<file path="src/rtl/serial_bus_loader_pkg.sv">
// rtl/serial_bus_loader_pkg.sv - opcodes, state encodings and helpers shared by the serial bus loader
package serial_bus_loader_pkg;

  localparam logic [7:0] CMD_WRITE = 8'h57;
  localparam logic [7:0] CMD_READ  = 8'h52;
  localparam logic [7:0] RSP_ACK   = 8'h06;
  localparam logic [7:0] RSP_NAK   = 8'h15;

  typedef enum logic [2:0] {
    ST_IDLE,
    ST_ADDR,
    ST_DATA,
    ST_REQ,
    ST_BUS,
    ST_RESP
  } state_t;

  typedef enum logic [1:0] {
    TX_IDLE,
    TX_WAIT,
    TX_START,
    TX_GUARD
  } tx_state_t;

  function automatic logic word_aligned(input logic [31:0] addr);
    return addr[1:0] == 2'b00;
  endfunction

endpackage

</file>
<file path="src/rtl/serial_bus_loader_if.sv">
// rtl/serial_bus_loader_if.sv - device-bus initiator signals (ownership handshake plus word transaction)
interface serial_bus_loader_if;
  logic        busReq_o;
  logic        busGrant_i;
  logic        devEnable_o;
  logic        devWrite_o;
  logic        devBusy_i;
  logic [31:0] devPhysicalAddr_o;
  logic [31:0] devDataSave_o;
  logic [31:0] devDataLoad_i;
  logic [3:0]  devByteSelect_o;

  modport master (
    output busReq_o, devEnable_o, devWrite_o, devPhysicalAddr_o, devDataSave_o, devByteSelect_o,
    input  busGrant_i, devBusy_i, devDataLoad_i
  );

  modport slave (
    input  busReq_o, devEnable_o, devWrite_o, devPhysicalAddr_o, devDataSave_o, devByteSelect_o,
    output busGrant_i, devBusy_i, devDataLoad_i
  );
endinterface

</file>
<file path="src/rtl/serial_bus_loader_tx_seq.sv">
// rtl/serial_bus_loader_tx_seq.sv - paces 1..4 reply bytes (LSB first) into the UART transmitter
module serial_tx_seq (
  input  logic        clk,
  input  logic        rst,
  input  logic        start_i,
  input  logic [2:0]  count_i,
  input  logic [31:0] payload_i,
  input  logic        txdBusy_i,
  output logic        txdStart_o,
  output logic [7:0]  txdData_o,
  output logic        done_o
);
  import serial_bus_loader_pkg::*;

  tx_state_t   state_q, state_d;
  logic [2:0]  left_q, left_d;
  logic [31:0] shift_q, shift_d;

  always_ff @(posedge clk) begin
    if (rst) begin
      state_q <= TX_IDLE;
      left_q  <= '0;
      shift_q <= '0;
    end else begin
      state_q <= state_d;
      left_q  <= left_d;
      shift_q <= shift_d;
    end
  end

  // The guard state keeps txdBusy_i unsampled for one cycle after each start pulse.
  always_comb begin
    state_d = state_q;
    left_d  = left_q;
    shift_d = shift_q;
    done_o  = 1'b0;
    case (state_q)
      TX_IDLE: begin
        if (start_i) begin
          left_d  = count_i;
          shift_d = payload_i;
          state_d = TX_WAIT;
        end
      end
      TX_WAIT: begin
        if (!txdBusy_i) state_d = TX_START;
      end
      TX_START: begin
        shift_d = {8'h00, shift_q[31:8]};
        left_d  = left_q - 3'd1;
        state_d = TX_GUARD;
      end
      TX_GUARD: begin
        if (left_q == 3'd0) begin
          done_o  = 1'b1;
          state_d = TX_IDLE;
        end else begin
          state_d = TX_WAIT;
        end
      end
      default: state_d = TX_IDLE;
    endcase
  end

  assign txdStart_o = (state_q == TX_START);
  assign txdData_o  = (state_q == TX_START) ? shift_q[7:0] : 8'h00;

endmodule

</file>
<file path="src/rtl/serial_bus_loader.sv">
// rtl/serial_bus_loader.sv - serial-port debug bus initiator; SERIAL_LOADER_TIMEOUT_EN adds an inter-byte timeout
module serial_bus_loader #(
  parameter int TIMEOUT_CYCLES = 25000000
) (
  input  logic       clk,
  input  logic       rst,
  input  logic       rxdReady_i,
  input  logic [7:0] rxdData_i,
  input  logic       txdBusy_i,
  output logic       txdStart_o,
  output logic [7:0] txdData_o,
  serial_bus_loader_if.master dev,
  output logic       overrun_o
);
  import serial_bus_loader_pkg::*;

  state_t      state_q, state_d;
  logic [7:0]  opcode_q, opcode_d;
  logic [31:0] addr_q, addr_d;
  logic [31:0] data_q, data_d;
  logic [1:0]  cnt_q, cnt_d;
  logic        overrun_q, overrun_d;

  logic        tx_start;
  logic [2:0]  tx_count;
  logic [31:0] tx_payload;
  logic        tx_done;
  logic        timeout;

`ifdef SERIAL_LOADER_TIMEOUT_EN
  localparam int TMR_W = $clog2(TIMEOUT_CYCLES + 1);
  logic [TMR_W-1:0] gap_q, gap_d;
  logic             collecting;

  assign collecting = (state_q == ST_ADDR) || (state_q == ST_DATA);

  always_comb begin
    gap_d = '0;
    if (collecting && !rxdReady_i) gap_d = gap_q + TMR_W'(1);
  end

  assign timeout = collecting && !rxdReady_i && (gap_q == TMR_W'(TIMEOUT_CYCLES - 1));

  always_ff @(posedge clk) begin
    if (rst) gap_q <= '0;
    else     gap_q <= gap_d;
  end
`else
  logic unused_timeout_cfg;
  assign unused_timeout_cfg = (TIMEOUT_CYCLES != 0);
  assign timeout = 1'b0;
`endif

  always_ff @(posedge clk) begin
    if (rst) begin
      state_q   <= ST_IDLE;
      opcode_q  <= '0;
      addr_q    <= '0;
      data_q    <= '0;
      cnt_q     <= '0;
      overrun_q <= 1'b0;
    end else begin
      state_q   <= state_d;
      opcode_q  <= opcode_d;
      addr_q    <= addr_d;
      data_q    <= data_d;
      cnt_q     <= cnt_d;
      overrun_q <= overrun_d;
    end
  end

  always_comb begin
    state_d    = state_q;
    opcode_d   = opcode_q;
    addr_d     = addr_q;
    data_d     = data_q;
    cnt_d      = cnt_q;
    overrun_d  = overrun_q;
    tx_start   = 1'b0;
    tx_count   = 3'd1;
    tx_payload = {24'h0, RSP_NAK};

    if (rxdReady_i && (state_q == ST_REQ || state_q == ST_BUS || state_q == ST_RESP))
      overrun_d = 1'b1;

    case (state_q)
      ST_IDLE: begin
        if (rxdReady_i) begin
          opcode_d = rxdData_i;
          cnt_d    = 2'd0;
          if (rxdData_i == CMD_WRITE || rxdData_i == CMD_READ) begin
            state_d = ST_ADDR;
          end else begin
            tx_start = 1'b1;
            state_d  = ST_RESP;
          end
        end
      end
      ST_ADDR: begin
        if (rxdReady_i) begin
          addr_d[{cnt_q, 3'b000} +: 8] = rxdData_i;
          cnt_d = cnt_q + 2'd1;
          // addr_q[1:0] is already final here: byte 0 arrived first.
          if (cnt_q == 2'd3) begin
            if (opcode_q == CMD_WRITE) begin
              state_d = ST_DATA;
            end else if (!word_aligned(addr_q)) begin
              tx_start = 1'b1;
              state_d  = ST_RESP;
            end else begin
              state_d = ST_REQ;
            end
          end
        end
      end
      ST_DATA: begin
        if (rxdReady_i) begin
          data_d[{cnt_q, 3'b000} +: 8] = rxdData_i;
          cnt_d = cnt_q + 2'd1;
          if (cnt_q == 2'd3) begin
            if (!word_aligned(addr_q)) begin
              tx_start = 1'b1;
              state_d  = ST_RESP;
            end else begin
              state_d = ST_REQ;
            end
          end
        end
      end
      ST_REQ: begin
        if (dev.busGrant_i) state_d = ST_BUS;
      end
      ST_BUS: begin
        // Read data goes straight into the reply sequencer on the completing edge.
        if (!dev.devBusy_i) begin
          tx_start = 1'b1;
          state_d  = ST_RESP;
          if (opcode_q == CMD_WRITE) begin
            tx_payload = {24'h0, RSP_ACK};
          end else begin
            tx_count   = 3'd4;
            tx_payload = dev.devDataLoad_i;
          end
        end
      end
      ST_RESP: begin
        if (tx_done) state_d = ST_IDLE;
      end
      default: state_d = ST_IDLE;
    endcase

    if (timeout) state_d = ST_IDLE;
  end

  serial_tx_seq u_tx_seq (
    .clk        (clk),
    .rst        (rst),
    .start_i    (tx_start),
    .count_i    (tx_count),
    .payload_i  (tx_payload),
    .txdBusy_i  (txdBusy_i),
    .txdStart_o (txdStart_o),
    .txdData_o  (txdData_o),
    .done_o     (tx_done)
  );

  assign dev.busReq_o          = (state_q == ST_REQ) || (state_q == ST_BUS);
  assign dev.devEnable_o       = (state_q == ST_BUS);
  assign dev.devWrite_o        = (state_q == ST_BUS) && (opcode_q == CMD_WRITE);
  assign dev.devByteSelect_o   = (state_q == ST_BUS) ? 4'hf : 4'h0;
  assign dev.devPhysicalAddr_o = addr_q;
  assign dev.devDataSave_o     = data_q;
  assign overrun_o             = overrun_q;

endmodule

</file>
<file path="src/flat_wrapper.sv">
// flat-port wrapper written by rule: the top's interface ports become plain ports
module serial_bus_loader_flat import serial_bus_loader_pkg::*;
#(
  parameter int TIMEOUT_CYCLES = 25000000
)
  (clk, rst, rxdReady_i, rxdData_i, txdBusy_i, txdStart_o, txdData_o, overrun_o, dev_busReq_o, dev_devEnable_o, dev_devWrite_o, dev_devPhysicalAddr_o, dev_devDataSave_o, dev_devByteSelect_o, dev_busGrant_i, dev_devBusy_i, dev_devDataLoad_i);
  serial_bus_loader_if dev_i ();
  input  logic clk;
  input  logic rst;
  input  logic rxdReady_i;
  input  logic [7:0] rxdData_i;
  input  logic txdBusy_i;
  output logic txdStart_o;
  output logic [7:0] txdData_o;
  output logic overrun_o;
  output wire logic [$bits(dev_i.busReq_o)-1:0] dev_busReq_o;
  output wire logic [$bits(dev_i.devEnable_o)-1:0] dev_devEnable_o;
  output wire logic [$bits(dev_i.devWrite_o)-1:0] dev_devWrite_o;
  output wire logic [$bits(dev_i.devPhysicalAddr_o)-1:0] dev_devPhysicalAddr_o;
  output wire logic [$bits(dev_i.devDataSave_o)-1:0] dev_devDataSave_o;
  output wire logic [$bits(dev_i.devByteSelect_o)-1:0] dev_devByteSelect_o;
  input wire logic [$bits(dev_i.busGrant_i)-1:0] dev_busGrant_i;
  input wire logic [$bits(dev_i.devBusy_i)-1:0] dev_devBusy_i;
  input wire logic [$bits(dev_i.devDataLoad_i)-1:0] dev_devDataLoad_i;
  assign dev_busReq_o = dev_i.busReq_o;
  assign dev_devEnable_o = dev_i.devEnable_o;
  assign dev_devWrite_o = dev_i.devWrite_o;
  assign dev_devPhysicalAddr_o = dev_i.devPhysicalAddr_o;
  assign dev_devDataSave_o = dev_i.devDataSave_o;
  assign dev_devByteSelect_o = dev_i.devByteSelect_o;
  assign dev_i.busGrant_i = dev_busGrant_i;
  assign dev_i.devBusy_i = dev_devBusy_i;
  assign dev_i.devDataLoad_i = dev_devDataLoad_i;
  serial_bus_loader #(.TIMEOUT_CYCLES(TIMEOUT_CYCLES)) u_core (.clk(clk), .rst(rst), .rxdReady_i(rxdReady_i), .rxdData_i(rxdData_i), .txdBusy_i(txdBusy_i), .txdStart_o(txdStart_o), .txdData_o(txdData_o), .dev(dev_i), .overrun_o(overrun_o));
endmodule
</file>
<file path="config.mk">
export PLATFORM = sky130hd
export DESIGN_NAME = serial_bus_loader_flat
export DESIGN_NICKNAME = d
export VERILOG_FILES = /design/src/rtl/serial_bus_loader_pkg.sv /design/src/rtl/serial_bus_loader_if.sv /design/src/rtl/serial_bus_loader_tx_seq.sv /design/src/rtl/serial_bus_loader.sv /design/src/flat_wrapper.sv
export SDC_FILE = /design/constraint.sdc
export NUM_CORES = 1
export LEC_CHECK = 0
export BUFFER_PORTS_ARGS = -buffer_cell sky130_fd_sc_hd__clkbuf_2
export CAP_MARGIN = 5
export CORE_MARGIN = 4
export CORE_UTILIZATION = 58
export DETAILED_ROUTE_END_ITERATION = 10
export GPL_TIMING_DRIVEN = 0
export MAX_ROUTING_LAYER = met4
export PLACE_DENSITY_LB_ADDON = 0.15
export SYNTH_ARGS = -nofsm -noshare
export SYNTH_HDL_FRONTEND = slang
export SYNTH_HIERARCHICAL = 1
export SYNTH_SLANG_ARGS = --single-unit
</file>
<file path="constraint.sdc">
create_clock -name clk -period 3 [get_ports clk]
set_input_delay 0.15 -clock clk [delete_from_list [all_inputs] [get_ports clk]]
set_output_delay 0.15 -clock clk [all_outputs]
set_load 0.01 [all_outputs]
</file>
-- Word level (Yosys, flattened, before mapping)
Index checks and enable logic that the tools add are counted.
- bits of input ports: 46
- latch bits: 0
- bits in read-only memories: 0
- memories kept: 0
- RAM bits: 0
- register bits after elaboration: 115
- logic and storage cells: 101
- multiplexer cells: 45
- bitwise gates (word level): 0
- order comparisons: 0
- shift operators: 2
- multipliers: 0
- add/sub/neg operators: 3
- reductions and logical operators: 19
- divide/modulo/power cells: 0
- equal/unequal tests: 23
- operators by type and width (cell ; number):
    32-bit 2-to-1 mux ; 4
    32-bit bitwise mux ; 2
    32-bit one-hot mux with 2 select lines ; 1
    3-bit 2-to-1 mux ; 15
    8-bit by 7-bit variable shift with 32-bit output (first input constant) ; 1
    8-bit by 7-bit variable part select with 32-bit output ; 1
    8-bit by 7-bit == test with 1-bit output (second input constant) ; 3
    3-bit one-hot mux with 6 select lines ; 1
    1-bit 2-to-1 mux ; 12
    2-bit != test (second input constant) ; 6
    2-bit by 1-bit != test with 1-bit output (second input constant) ; 5
    2-bit AND reduction ; 5
    2-bit 2-to-1 mux ; 4
    8-bit 2-to-1 mux ; 1
    2-bit one-hot mux with 4 select lines ; 1
    8-bit AND reduction ; 1
    5-bit negation with 7-bit output ; 1
    2-bit == test (second input constant) ; 3
    3-bit by 2-bit == test with 1-bit output (second input constant) ; 2
    3-bit == test (second input constant) ; 2
    3-bit logical NOT ; 2
    3-bit one-hot mux with 2 select lines ; 1
    2-bit logical NOT ; 2
    4-bit 2-to-1 mux ; 1
    other kinds (11) ; 15

-- Depth between registers and ports, before layout
- depth in word-level cells: 8
- depth in mapped cells: 10

-- Cells and area by module
The synthesis kept the hierarchy.
- by module, submodules not included (module ; times used ; area each (um^2) ; sequential area each (um^2) ; cells each):
    serial_bus_loader ; 1 ; 3626.0 ; 1561.5 ; 468
    serial_tx_seq ; 1 ; 1925.6 ; 740.7 ; 195

-- Worst setup path after synthesis
OpenSTA, ideal clock, no wires.
- kind: register -> register
- start: register u_core.state_q[2]
- end: register u_core.u_tx_seq.shift_q[0]
- path buffers: 2
- period minus slack after synthesis: 1911 ps
- setup slack: 1089 ps
- cell stages (with the launch flop): 9
- data arrival time: 1765 ps
- cell sequence: dfxtp_1 > buf_2 > nand2b_1 > nor3_2 > a21oi_1 > o31ai_1 > mux2_4 > buf_2 > a211oi_2
- longest elaborated chain between the ends: 4
- RTL lines (what ; line ; RTL):
    from (decl) ; serial_bus_loader.sv:17 ; state_t state_q, state_d;
    from (signal assigned) ; serial_bus_loader.sv:63 ; state_q <= state_d;
    3-bit == test, or another cell as far along ; serial_bus_loader.sv:86 ; case (state_q)
    1-bit one-hot mux with 4 select lines * ; serial_bus_loader.sv:86 ;
    named net u_core.tx_start ; serial_bus_loader.sv:24 ; logic tx_start;
    2-bit by 1-bit != test with 1-bit output (no line) * ; - ;
    2-bit AND reduction (no line) * ; - ;
    to (signal assigned) ; serial_bus_loader_tx_seq.sv:27 ; shift_q <= shift_d;
    to (decl) ; serial_bus_loader_tx_seq.sv:17 ; logic [31:0] shift_q, shift_d;
The timed path passes the listed nets; every way through them passes the cells marked *. The select of a mux whose other input is x is not followed.
A chain may end at the register's enable or synchronous reset.

-- Worst setup path in the final report
- start: register u_core.state_q[2]
- end: register u_core.u_tx_seq.left_q[1]
- longest elaborated chain between the ends: 4
- RTL lines (what ; line ; RTL):
    3-bit == test, or another cell as far along ; serial_bus_loader.sv:86 ;
    1-bit one-hot mux with 4 select lines * ; serial_bus_loader.sv:86 ;
    named net u_core.tx_start ; serial_bus_loader.sv:24 ;
    2-bit by 1-bit != test with 1-bit output (no line) * ; - ;
    2-bit AND reduction (no line) * ; - ;
    to (signal assigned) ; serial_bus_loader_tx_seq.sv:26 ; left_q <= left_d;
    to (decl) ; serial_bus_loader_tx_seq.sv:16 ; logic [2:0] left_q, left_d;
Marked as above.

==> Flow_metrics.wiki <==
{| class="wikitable"
! Metric !! Value
|-
| Detailed Route WL || around 16 mm
|-
| Highest net fanout along the worst path || 10
|-
| Post-synth cell types || 56
|-
| Post-synthesis area per instance || around 8.4 um^2
|-
| Switching Power || 2.211 mW
|-
| Most common cell after layout, fill and taps aside || clkbuf_2
|-
| Most used cell, CP || buf_2
|-
| Setup tns final || 0 ns
|-
| Metal1 wirelength || 6.549 mm
|-
| RSZ-0062 raised after global routing || false
|-
| GRT Total Usage || 29.83%
|-
| Clock-pin slew reported for the worst setup and hold paths after clock tree synthesis || 0.06 ns
|-
| Commonest non-fill, non-tap cells in the layout || 118 x clkbuf_2, 115 x dfxtp_1, 111 x nand2_1
|-
| Maximum number of pins on one net before global-route repair || 17
|-
| Category of the critical setup timing path || reg -> reg
|-
| Core Rows || 35
|-
| Post-layout power || ~6 mW
|-
| Number of pins with negative max-slew slack in the final report || 0
|-
| Count of nets left with antenna violations after detail routing || 0
|-
| Die width || 105.8 um
|-
| Initial DRC count || 481
|-
| Netlist area before placement || 0.005552 mm^2
|-
| Average wire per cell in the routed design || roughly 17 um
|-
| Time the worst path needs with I/O delays and setup || 2.434 ns
|-
| Routed via count || 5392
|-
| Sequential group share of total power || 31.8%
|-
| Cell with the largest stage delay on the worst path || nor3_2
|-
| Gpl congestion || about 0.86
|-
| Total overflow reported by the global router || 0
|-
| TritonCTS Buffers || 17
|-
| Static Leak || 2.837 nW
|-
| Count of unresolved DRC violations after routing || 0
|-
| Share of synthesized area occupied by flip-flops and latches || 41.47%
|-
| Die outline area || roughly 0.011 mm^2
|-
| Length of routed met2 wiring || roughly 8.1 mm
|-
| Switching part of the total power || 36.79%
|-
| Total of cells resized after clock tree synthesis || 0
|-
| Inst Count DP || 909
|-
| Setup WS pre-CTS || roughly 0.7 ns
|-
| Cell chosen for the clock root || clkbuf_8
|-
| Worst-case setup margin in the final layout || 0.5659 ns
|-
| Die span in y || between 100 and 150 um
|-
| Critical path startpoint category || flop
|-
| Clock latency on the worst-skew pair || 0.52 ns
|-
| Count of buffering cells on the critical path with inverters included || 2
|-
| Actual transition at the worst max-transition pin || about 0.8 ns
|-
| Wire length of the first global-routing pass || 26.15 mm
|-
| Kind of cell with the highest combined delay on the critical path || simple AND/OR/NAND/NOR gates
|-
| Worst vdd rail ir drop || 0.5618 mV
|-
| Drt pass-1 iters || 5
|-
| Power per cell area || approximately 870 mW/mm^2
|-
| Highest routed metal layer || met4
|-
| Number of ports placed on the die boundary || around 130
|-
| Headroom to the max-slew limit || 45.15%
|-
| Number of synthesis warnings || 6
|-
| Total internal power || roughly 3.8 mW
|-
| Fraction of final layout cells sized beyond drive strength 1 || 28.19%
|-
| Number of synthesized register bits || ~120
|-
| Routed length on met3 || 1.251 mm
|-
| Initial antenna violation count || 0
|-
| Clock net sink count || 115
|-
| Initial Utilization || about three fifths
|-
| Signal arrival time at the worst endpoint || 2.80 ns
|-
| Max Cap Violations || 0
|-
| Number of nets in the layout || 860
|-
| Dpl hpwl || 11.09 mm
|-
| Vias per std cell || 5.706
|-
| Crit path required time || 3.37 ns
|-
| Number of antenna cells inserted || 0
|-
| Synthesis-to-layout area growth || 24.66%
|-
| Number of nets produced by synthesis || 720
|-
| Max stage delay on crit path || between 0.4 and 0.5 ns
|-
| List of cells traversed by the critical path || buf_2 -> nand2b_1 -> nor3_2 -> a21oi_1 -> o31ai_1 -> mux2_4 -> buf_2 -> a211oi_2
|-
| Clock Skews || 0.007977 ns
|-
| Number of synthesized flops with an enable pin || 0
|-
| Via count of the first global-routing pass || 5331
|-
| Core outline area || 0.009284 mm^2
|-
| Maximum count of clock buffers along a single path || 2
|-
| Portion of the clock cycle consumed by the worst path in the final layout || 81.14%
|-
| Final Non-Filler Cells || 945
|-
| Total of endpoints with negative setup slack in the final report || 0
|-
| CTS tree || yes
|-
| Outcome || finished clean
|-
| Nature of the critical path endpoint || flop
|-
| Worst hold path class || in -> reg
|-
| Final design utilization || around 75%
|-
| Port buffer count || 117
|-
| Achievable clock frequency || between 400 and 500 MHz
|-
| Clock power frac || between 30% and 40%
|-
| # H-tree levels || 4
|-
| Share of flip-flops with an asynchronous set or reset || 0%
|-
| Prevailing post-synth register cell || dfxtp_1
|-
| Syn Inst Count || approximately 660
|-
| Gate power share || 35.4%
|-
| Final number of hold-violating endpoints || 0
|}
## kinds of logic after synthesis
group / Yosys count / synth area share, %
buffers and inverters: 71 / 6.896
flip-flops: 115 / 41.47
XOR/XNOR: 1 / 0.1578
AO/OA/AOI/OAI: 137 / 16.66
multiplexers: 27 / 4.958
AND/OR/NAND/NOR: 300 / 27.32
adder cells (fa/ha/maj): 11 / 2.479
other: 1 / 0.06755
## what timing repair did
item / CTS / global route
setup buffers: 0 / 0
hold buffers: 4 / 0
endpoints found under the hold margin: 10 / 0
## power by group through the flow
stage	Sequential [mW]	Combinational (mW)	Clock, mW
after floorplan	1.90	1.58	0
after global placement	1.92	1.99	0
after detailed placement	1.93	2.07	0
after CTS	1.91	2.10	1.99
after global routing	1.93	2.31	2.06
final	1.91	2.13	1.97
## tightest hold or removal path, delay by kind of cell
kind	cells	cell delay (ns)
AO/OA/AOI/OAI	1	0.06
buffers and inverters	1	0.19
AND/OR/NAND/NOR	1	0.10
## worst paths after layout
kind                            cells after the start  slack, ns                        startpoint                                to
worst max-delay path                                8       0.57                 u_core/state_q[2]         u_core/u_tx_seq/left_q[1]
worst min-delay path                                3       0.02                      rxdData_i[7]      u_core/dev.devDataSave_o[15]
worst max register to register                      8       0.57                 u_core/state_q[2]         u_core/u_tx_seq/left_q[1]
worst min register to register                      2       0.45  u_core/dev.devPhysicalAddr_o[19]  u_core/dev.devPhysicalAddr_o[19]
## Yosys cell counts (8+ instances only)
cell	instances	area share, %
mux2i_1	26	4.7
inv_1	9	0.61
nor2_1	31	2.1
nand2b_1	8	0.90
and2_1	19	2.1
ha_1	11	2.5
a211oi_2	25	5.6
dfxtp_1	115	41
clkbuf_1	17	1.1
a21oi_1	89	8.0
and3_1	29	3.3
nand3b_1	9	1.2
buf_2	17	1.5
buf_4	21	2.8
nand3_1	65	5.9
nand2_1	111	7.5
## per-stage QoR
stage / hold slack [ns] / instance area (um^2)
floorplan: 0.4143 / 5552
global placement: 0.4377 / 6299
detailed placement: 0.4434 / 6299
CTS: 0.002339 / 6920
global route: 0.01259 / 6920
finish: 0.01701 / 6920
## area by class of cell
class,count,area [um^2]
Buffer,60,341.6
Clock buffer,18,427.9
Clock inverter,14,153.9
Fill cell,710,2364
Inverter,11,41.29
Multi-Input combinational cell,477,2867
Sequential cell,115,2302
Tap cell,129,161.4
Timing Repair Buffer,121,625.6
## layer usage
metal  global-route usage (%)  up-vias
li1                         -     2576
met1                    35.06     2539
met2                    51.09      251
met3                    6.430       26
met4                    9.343        0
met5                        -        -
## registers in the layout, indices dropped and copies added, names as in the netlist
| register | cells |
|---|---|
| u_core/dev.devDataSave_o | 32 |
| u_core/state_q | 3 |
| u_core/opcode_q | 8 |
| u_core/u_tx_seq/left_q | 3 |
| u_core/cnt_q | 2 |
| u_core/u_tx_seq/shift_q | 32 |
| u_core/overrun_o | 1 |
| u_core/dev.devPhysicalAddr_o | 32 |
| u_core/u_tx_seq/state_q | 2 |
(Power assumes the default switching activity.)
